==> config.mk <==
export PLATFORM = sky130hd
export DESIGN_NAME = uart_io_ctrl
export DESIGN_NICKNAME = d
export VERILOG_FILES = /design/src/rtl/uart_io_ctrl.sv
export SDC_FILE = /design/constraint.sdc
export NUM_CORES = 1
export LEC_CHECK = 0
export ABC_CLOCK_PERIOD_IN_PS = 5300
export CAP_MARGIN = 20
export CORE_MARGIN = 2
export CORE_UTILIZATION = 50
export DETAILED_ROUTE_END_ITERATION = 6
export GPL_TIMING_DRIVEN = 0
export PLACE_DENSITY = 0.82
export SKIP_LAST_GASP = 1
export SLEW_MARGIN = 10
export SYNTH_ARGS = -nofsm -noshare
export SYNTH_HDL_FRONTEND = slang
export SYNTH_SLANG_ARGS = --single-unit
==> constraint.sdc <==
create_clock -name CLK -period 5.3 [get_ports CLK]
set_clock_uncertainty 0.15 [all_clocks]
set_input_delay 1.06 -clock CLK [delete_from_list [all_inputs] [get_ports CLK]]
set_output_delay 1.06 -clock CLK [all_outputs]
set_load 0.1 [all_outputs]
==> src/rtl/uart_io_ctrl.sv <==
// uart_io_ctrl: memory-mapped I/O controller sitting between the execute
// stage of the 3-stage CPU and the UART handshake ports. Decodes the I/O
// window, sequences TX/RX handshakes, stalls the pipeline on blocking
// accesses with a bounded timeout, and provides a free-running cycle counter.
module uart_io_ctrl #(
  parameter int unsigned STALL_LIMIT = 1024,
  parameter int unsigned CNT_W       = 32
) (
  input  logic        CLK,
  input  logic        reset,
  input  logic [31:0] Address,
  input  logic        MemRead,
  input  logic        MemWrite,
  input  logic [7:0]  StoreData,
  input  logic        DataInReady,
  input  logic        DataOutValid,
  input  logic [7:0]  DataOut,
  output logic        Stall,
  output logic        DataInValid,
  output logic [7:0]  DataIn,
  output logic        DataOutReady,
  output logic [31:0] IoReadData,
  output logic        IoSel,
  output logic        ErrFlag
);

  // Stall counter must be able to hold STALL_LIMIT itself.
  localparam int unsigned SC_W = $clog2(STALL_LIMIT + 1);
  localparam logic [SC_W-1:0] LIMIT_C = SC_W'(STALL_LIMIT);

  // Register index map inside the I/O window (Address[4:2]).
  localparam logic [2:0] IDX_TX_STAT = 3'd0;
  localparam logic [2:0] IDX_RX_STAT = 3'd1;
  localparam logic [2:0] IDX_RX_DATA = 3'd2;
  localparam logic [2:0] IDX_TX_DATA = 3'd3;
  localparam logic [2:0] IDX_CYCLE   = 3'd4;
  localparam logic [2:0] IDX_ERR     = 3'd5;

  typedef enum logic [1:0] {
    ST_IDLE    = 2'd0,
    ST_TX_WAIT = 2'd1,
    ST_RX_WAIT = 2'd2
  } state_e;

  state_e            state_q, state_d;
  logic [SC_W-1:0]   stall_cnt_q, stall_cnt_d;
  logic [7:0]        tx_byte_q, tx_byte_d;
  logic [CNT_W-1:0]  cyc_cnt_q, cyc_cnt_d;
  logic              din_valid_q, din_valid_d;
  logic [7:0]        din_q, din_d;
  logic              dout_ready_q, dout_ready_d;
  logic [31:0]       rdata_q, rdata_d;
  logic              io_sel_q, io_sel_d;
  logic              err_q, err_d;

  logic              io_hit_s;
  logic              io_wr_s;
  logic              io_rd_s;
  logic [2:0]        idx_s;
  logic [31:0]       cyc_ext_s;
  logic              stall_s;

  // Decode: a store wins when MemRead and MemWrite are both asserted.
  assign io_hit_s  = (Address[31:28] == 4'h8);
  assign io_wr_s   = io_hit_s & MemWrite;
  assign io_rd_s   = io_hit_s & MemRead & ~MemWrite;
  assign idx_s     = Address[4:2];
  assign cyc_ext_s = 32'(cyc_cnt_q);

  // Stall is gated by reset so it drops immediately on reset assertion.
  assign Stall        = stall_s & reset;
  assign DataInValid  = din_valid_q;
  assign DataIn       = din_q;
  assign DataOutReady = dout_ready_q;
  assign IoReadData   = rdata_q;
  assign IoSel        = io_sel_q;
  assign ErrFlag      = err_q;

  // Next-state, stall and registered-output logic for the access sequencer.
  always_comb begin
    state_d      = state_q;
    stall_cnt_d  = stall_cnt_q;
    tx_byte_d    = tx_byte_q;
    cyc_cnt_d    = cyc_cnt_q + CNT_W'(1);
    din_valid_d  = 1'b0;
    din_d        = din_q;
    dout_ready_d = 1'b0;
    rdata_d      = rdata_q;
    io_sel_d     = 1'b0;
    err_d        = err_q;
    stall_s      = 1'b0;

    case (state_q)
      ST_IDLE: begin
        if (io_wr_s) begin
          case (idx_s)
            IDX_TX_DATA: begin
              if (DataInReady) begin
                din_valid_d = 1'b1;
                din_d       = StoreData;
              end else begin
                stall_s     = 1'b1;
                tx_byte_d   = StoreData;
                stall_cnt_d = SC_W'(1);
                state_d     = ST_TX_WAIT;
              end
            end
            IDX_CYCLE: cyc_cnt_d = '0;
            IDX_ERR:   err_d     = 1'b0;
            default:   ;
          endcase
        end else if (io_rd_s) begin
          case (idx_s)
            IDX_TX_STAT: begin
              rdata_d  = {31'd0, DataInReady};
              io_sel_d = 1'b1;
            end
            IDX_RX_STAT: begin
              rdata_d  = {31'd0, DataOutValid};
              io_sel_d = 1'b1;
            end
            IDX_RX_DATA: begin
              if (DataOutValid) begin
                dout_ready_d = 1'b1;
                rdata_d      = {24'd0, DataOut};
                io_sel_d     = 1'b1;
              end else begin
                stall_s     = 1'b1;
                stall_cnt_d = SC_W'(1);
                state_d     = ST_RX_WAIT;
              end
            end
            IDX_CYCLE: begin
              rdata_d  = cyc_ext_s;
              io_sel_d = 1'b1;
            end
            IDX_ERR: begin
              rdata_d  = {31'd0, err_q};
              io_sel_d = 1'b1;
            end
            default: begin
              rdata_d  = 32'd0;
              io_sel_d = 1'b1;
            end
          endcase
        end else begin
          state_d = ST_IDLE;
        end
      end

      ST_TX_WAIT: begin
        if (DataInReady) begin
          din_valid_d = 1'b1;
          din_d       = tx_byte_q;
          stall_cnt_d = '0;
          state_d     = ST_IDLE;
        end else if (stall_cnt_q < LIMIT_C) begin
          stall_s     = 1'b1;
          stall_cnt_d = stall_cnt_q + SC_W'(1);
        end else begin
          err_d       = 1'b1;
          stall_cnt_d = '0;
          state_d     = ST_IDLE;
        end
      end

      ST_RX_WAIT: begin
        if (DataOutValid) begin
          dout_ready_d = 1'b1;
          rdata_d      = {24'd0, DataOut};
          io_sel_d     = 1'b1;
          stall_cnt_d  = '0;
          state_d      = ST_IDLE;
        end else if (stall_cnt_q < LIMIT_C) begin
          stall_s     = 1'b1;
          stall_cnt_d = stall_cnt_q + SC_W'(1);
        end else begin
          // Aborted load returns all-ones so software can spot the timeout.
          err_d       = 1'b1;
          rdata_d     = 32'hFFFF_FFFF;
          io_sel_d    = 1'b1;
          stall_cnt_d = '0;
          state_d     = ST_IDLE;
        end
      end

      default: begin
        stall_cnt_d = '0;
        state_d     = ST_IDLE;
      end
    endcase
  end

  // State and output registers with asynchronous active-low reset.
  always_ff @(posedge CLK or negedge reset) begin
    if (!reset) begin
      state_q      <= ST_IDLE;
      stall_cnt_q  <= '0;
      tx_byte_q    <= 8'd0;
      cyc_cnt_q    <= '0;
      din_valid_q  <= 1'b0;
      din_q        <= 8'd0;
      dout_ready_q <= 1'b0;
      rdata_q      <= 32'd0;
      io_sel_q     <= 1'b0;
      err_q        <= 1'b0;
    end else begin
      state_q      <= state_d;
      stall_cnt_q  <= stall_cnt_d;
      tx_byte_q    <= tx_byte_d;
      cyc_cnt_q    <= cyc_cnt_d;
      din_valid_q  <= din_valid_d;
      din_q        <= din_d;
      dout_ready_q <= dout_ready_d;
      rdata_q      <= rdata_d;
      io_sel_q     <= io_sel_d;
      err_q        <= err_d;
    end
  end

endmodule

Yosys cells after proc, flatten, opt, wreduce, memory -nomap -nowiden
Index checks and enable logic that the tools add are counted.
{"block": "word_totals", "latch_bits": 0, "mem_bits_ro": 0, "mem_count": 0, "ram_bits": 0, "inputBits": 54, "register_bits": 97}
{"block": "classes", "mux": 66, "shifts": 0, "multipliers": 0, "bitwise_logic": 6, "add_sub_neg": 2, "n_eq_ne": 26, "n_reduce_logical": 11, "order_cmp": 1, "n_div": 0}
{"op": "32-bit 2-to-1 mux", "count": 8}
{"op": "32-bit one-hot mux with 5 select lines", "count": 1}
{"op": "11-bit 2-to-1 mux", "count": 9}
{"op": "32-bit one-hot mux with 2 select lines", "count": 1}
{"op": "11-bit one-hot mux with 3 select lines", "count": 1}
{"op": "32-bit by 1-bit adder with 32-bit output (second input constant)", "count": 1}
{"op": "8-bit 2-to-1 mux", "count": 4}
{"op": "1-bit 2-to-1 mux", "count": 26}
{"op": "5-bit AND reduction", "count": 4}
{"op": "2-bit 2-to-1 mux", "count": 9}
{"op": "8-bit one-hot mux with 2 select lines", "count": 1}
{"op": "3-bit inequality test (second input constant)", "count": 5}
{"op": "2-bit inequality test (second input constant)", "count": 7}
{"op": "11-bit by 1-bit adder with 11-bit output (second input constant)", "count": 1}
{"op": "11-bit < comparator (second input constant)", "count": 1}
{"op": "4-bit AND reduction", "count": 2}
{"op": "3-bit by 2-bit == test with 1-bit output (second input constant)", "count": 2}
{"op": "3-bit == test (second input constant)", "count": 2}
{"op": "3-bit by 2-bit inequality test with 1-bit output (second input constant)", "count": 2}
{"op": "1-bit one-hot mux with 2 select lines", "count": 3}
{"op": "1-bit one-hot mux with 3 select lines", "count": 2}
{"op": "2-bit one-hot mux with 3 select lines", "count": 1}
{"op": "1-bit bitwise AND", "count": 4}
{"op": "4-bit == test (second input constant)", "count": 1}
{"op": "11 further kinds", "count": 14}

Depth between registers and ports, before layout
{"block": "logic_depth", "word_depth": 7, "mapped_depth": 10}

Worst setup path after synthesis
OpenSTA, ideal clock, no wires.
{"block": "synth_timing", "kind": "in2out", "startpoint": "in Address[29]", "endpoint": "out Stall", "path_buffers": 0, "t_required_ns": 4.090, "cell_stages": 5, "path_slack_ns": -0.249, "arrival_time_ns": 4.339, "path_cell_list": "nor4b_4 nand4_1 nor2_2 nor3_1 nor3b_1"}
{"block": "synth_between", "elab_chain_cells": 7, "elab_cells_between_ends": 8, "classes_between": "eq/ne: 1; mux: 3; bitwise: 4"}
{"element": "from (decl)", "line": "11", "rtl": "input logic [31:0] Address,"}
{"element": "4-bit == test (*)", "line": "64", "rtl": "assign io_hit_s = (Address[31:28] == 4'h8);"}
{"element": "1-bit bitwise AND (2 in a row)", "line": "66", "rtl": "assign io_rd_s = io_hit_s & MemRead & ~MemWrite;"}
{"element": "1-bit 2-to-1 mux", "line": "112", "rtl": "end else if (io_rd_s) begin"}
{"element": "1-bit 2-to-1 mux (*)", "line": "95", "rtl": "if (io_wr_s) begin"}
{"element": "1-bit one-hot mux with 3 select lines (*)", "line": "93", "rtl": "case (state_q)"}
{"element": "1-bit bitwise AND (*)", "line": "71", "rtl": "assign Stall = stall_s & reset;"}
{"element": "to (decl)", "line": "18", "rtl": "output logic Stall,"}
Mark *: on every way between the ends. The rest lies on a longest branch, timed or not.

Worst setup path after layout
{"block": "layout_timing", "startpoint": "in Address[3]", "endpoint": "out Stall"}
{"block": "layout_between", "elab_chain_cells": 6, "elab_cells_between_ends": 8, "classes_between": "eq/ne: 2; mux: 5; bitwise: 1"}
{"element": "3-bit by 2-bit == test with 1-bit output", "line": "113", "rtl": "case (idx_s)"}
{"element": "1-bit 2-to-1 mux", "line": "113"}
{"element": "1-bit 2-to-1 mux", "line": "112"}
{"element": "1-bit 2-to-1 mux (*)", "line": "95"}
{"element": "1-bit one-hot mux with 3 select lines (*)", "line": "93"}
{"element": "1-bit bitwise AND (*)", "line": "71"}
Marked as above.

==> impl_metrics.ini <==
[cts]
clock_sinks = 97
cts_buffer_depth = 2
cts_hold_buffers = 0
post_cts_buffers = 0
cts_root_buffer = clkbuf_8
numCtsBuffers = 9
clkLatencyLatePin_ns = 0.36
cts_tree = done
clkTransAtPathRegs_ns = 0.09
cts_resized = 3
htreeDepth = 3

[place]
numPortBuffers = 72
pre_cts_slack_ns = -0.315
placed_cells = 719
dp_hpwl_um = 8270
gp_congestion = 1.02

[grt]
grt_usage = 0.233
grt.busiest_layer = met2
gr-usage-met3 = 0.0434
grt_pass1_wl_um = 19500
grtUsageMet1 = 0.293
grt-ovfl-total = 0
grt_pass1_vias = 4236
grt_start_max_net_pins = 67
grtUsageMet2 = 0.399
antenna_found_initial = 0

[timing]
tightest_slew_ns = 0.995
slew-limit-headroom = 0.335
final_max_slew_viol_count = 0
holdWs_ns = 0.347
rsz0062_at_grt = no
period_minus_slack_ns = 4.95
setup_ws_ns = 0.354
finalHoldViolations = 0
fmax_mhz = 202
setup_violations = 0
fin_crit_sh = 0.933
setup_tns_ns = 0

[worst_setup_path]
arrival_ns = 3.74
crit_type = input port to output pin
cp-end-kind = output pin
path_cells = clkdlybuf4s50_1 > nor2b_1 > clkbuf_1 > nand4_1 > nor2_4 > nor3_1 > nor3b_2 > clkdlybuf4s15_2
path_delay_family = buffers and inverters
crit_fanout = 10
critPathMaxStageDelay_ns = 0.63
cp_slowest_cell = clkdlybuf4s50_1
worst-path-buf-inv = 3
worstSetupStartpointType = input port
crit_required_ns = 4.09

[synthesis]
synth_top_area_share = 0.495
syn_nets = 573
synth_area_um2 = 4900
muxShareOfSynthArea = 0.0455
ys.flop_type = dfrtp_1
synth_fa_ha_area_frac = 0.0153
synth_xor_area_frac = 0.0465
yosysWarnings = 0
yosys_register_bits = 97
synth_top_family_by_area = simple AND/OR/NAND/NOR gates
netlist-cell-type-count = 52
synthCells = 513
synthSimpleGateAreaFrac = 0.198
yosysSeqAreaShare = 0.495
async_reset_ff_frac = 1.00
synth.avg_cell_area_um2 = 9.55
synth-edff-count = 0
yosys.area.top_type = dfrtp_1
synth_area_leaders = dfrtp_1 50%, a21oi_1 6.3%, nor2_1 6.0%
synth_compound_area_frac = 0.158

[detailed_routing]
drc = 0
vias = 4167
ant_nets = 0
first_pass_iters = 5
avgRoutedWirePerCell_um = 15.6
avgViaCountPerCell = 5.67
dr.first_iter.drc_count = 262
wl_um = 11500

[die]
coreArea_um2 = 9640
start_util = 0.508
die-area_um2 = 10600
dieHeight_um = 103
fp.dieW_um = 103
pin_count = 99
rows = 36

[layout]
final_common_cell = dfrtp_1
layout_common_cells = 97 x dfrtp_1, 78 x nor2_1, 70 x clkdlybuf4s50_1, 62 x a21oi_1, 22 x nand3_1
fin_cells = 735
syn_to_final_growth_pct = 22.3
nets = 657
drive_above_1_share = 0.0930
antenna_cells = 0

[power_and_ir_drop]
total_leakage_power_nw = 2.41
power_mw = 2.40
ir_drop_uv = 188
power_density_nw_per_um2 = 401

[hold_path]
min_path_type = flop to flop

[run]
drv_cap = 0

[status]
status = finished, final reports clean
## cell families (layout without fill, tap and decap cells)
family,after synthesis,in the layout
AOI/OAI and AO/OA,127,127
xor gates and xnor gates,26,26
adders and majority gates,6,6
buffers and inverters,46,135
DFF,97,97
muxes,21,21
and+or+nand+nor,190,190
## path summary, 6_finish.rpt
path / startpoint / to / slack, ns / cells after the start
worst max-delay path: Address[3] / Stall / 0.35 / 8
worst min-delay path: IoReadData[2]$_DFFE_PN0P_ / IoReadData[2]$_DFFE_PN0P_ / 0.35 / 1
worst max register to register: state_q[0]$_DFFE_PN0P_ / IoReadData[28]$_DFFE_PN0P_ / 2.58 / 8
worst min register to register: IoReadData[2]$_DFFE_PN0P_ / IoReadData[2]$_DFFE_PN0P_ / 0.35 / 1
max in group asynchronous: reset / DataIn[3]$_DFFE_PN0P_ / 3.84 / 2
min in group asynchronous: reset / IoReadData[10]$_DFFE_PN0P_ / 0.47 / 1
## layout make-up
type,count,area (µm²)
Tap cell,133,166
Sequential cell,97,2430
Multi-Input combinational cell,370,2280
Inverter,12,45.0
Buffer,34,156
Fill cell,836,3640
Timing Repair Buffer,73,747
Clock inverter,5,40.0
Clock buffer,11,131
## cell usage after synthesis (2+ instances only)
| master | count |
|---|---|
| dfrtp_1 | 97 |
| nor2_1 | 78 |
| a21oi_1 | 62 |
| nand3_1 | 22 |
| o21ai_0 | 21 |
| nand2_1 | 17 |
| clkbuf_1 | 16 |
| xnor2_1 | 16 |
| buf_2 | 15 |
| nand4_1 | 15 |
| inv_1 | 12 |
| mux2i_1 | 11 |
| nor3_1 | 10 |
| xor2_1 | 10 |
| a22oi_1 | 9 |
| mux2_2 | 9 |
| nor2b_1 | 8 |
| o21a_1 | 8 |
| nor4_1 | 7 |
| o211ai_1 | 7 |
| o41ai_1 | 7 |
| ha_1 | 6 |
| and3_1 | 5 |
| and2_1 | 4 |
| and4_1 | 4 |
| or3_1 | 4 |
| a31oi_1 | 3 |
| or2_2 | 3 |
| clkbuf_2 | 2 |
| nor3b_1 | 2 |
| o311ai_0 | 2 |
## sequential cells by signal, indices dropped and copies added, names as in the netlist
register      cells
tx_byte_q         8
IoReadData       32
DataIn            8
DataInValid       1
DataOutReady      1
cyc_cnt_q        32
IoSel             1
stall_cnt_q      11
state_q           2
ErrFlag           1
## report_power, final
part           internal (mW)  switching [mW]
Sequential             0.865           0.105
Clock                  0.174           0.268
Combinational          0.253           0.738
Total                   1.29            1.11
## metrics by stage
stage	area (µm²)	utilization
after detailed placement	5820	0.603
after floorplan	4900	-
after CTS	5990	0.621
after global routing	5990	0.622
final	5990	0.622
after global placement	5790	0.601
## layer usage
layer,routed length (µm),part of all wire,vias to the layer above
met2,5760,0.50,130
met5,0,0,-
met1,4940,0.43,2019
li1,-,-,1994
met3,527,0.046,24
met4,270,0.023,0
## worst reg2reg max path: cells and delay by family (launching register included)
| kind | cells | cell delay [ns] |
|---|---|---|
| flops | 1 | 0.44 |
| fa+ha+maj | 1 | 0.30 |
| simple gates | 2 | 0.80 |
| buf+inv | 3 | 0.65 |
| compound gates | 2 | 0.31 |
(Power assumes the default switching activity.)
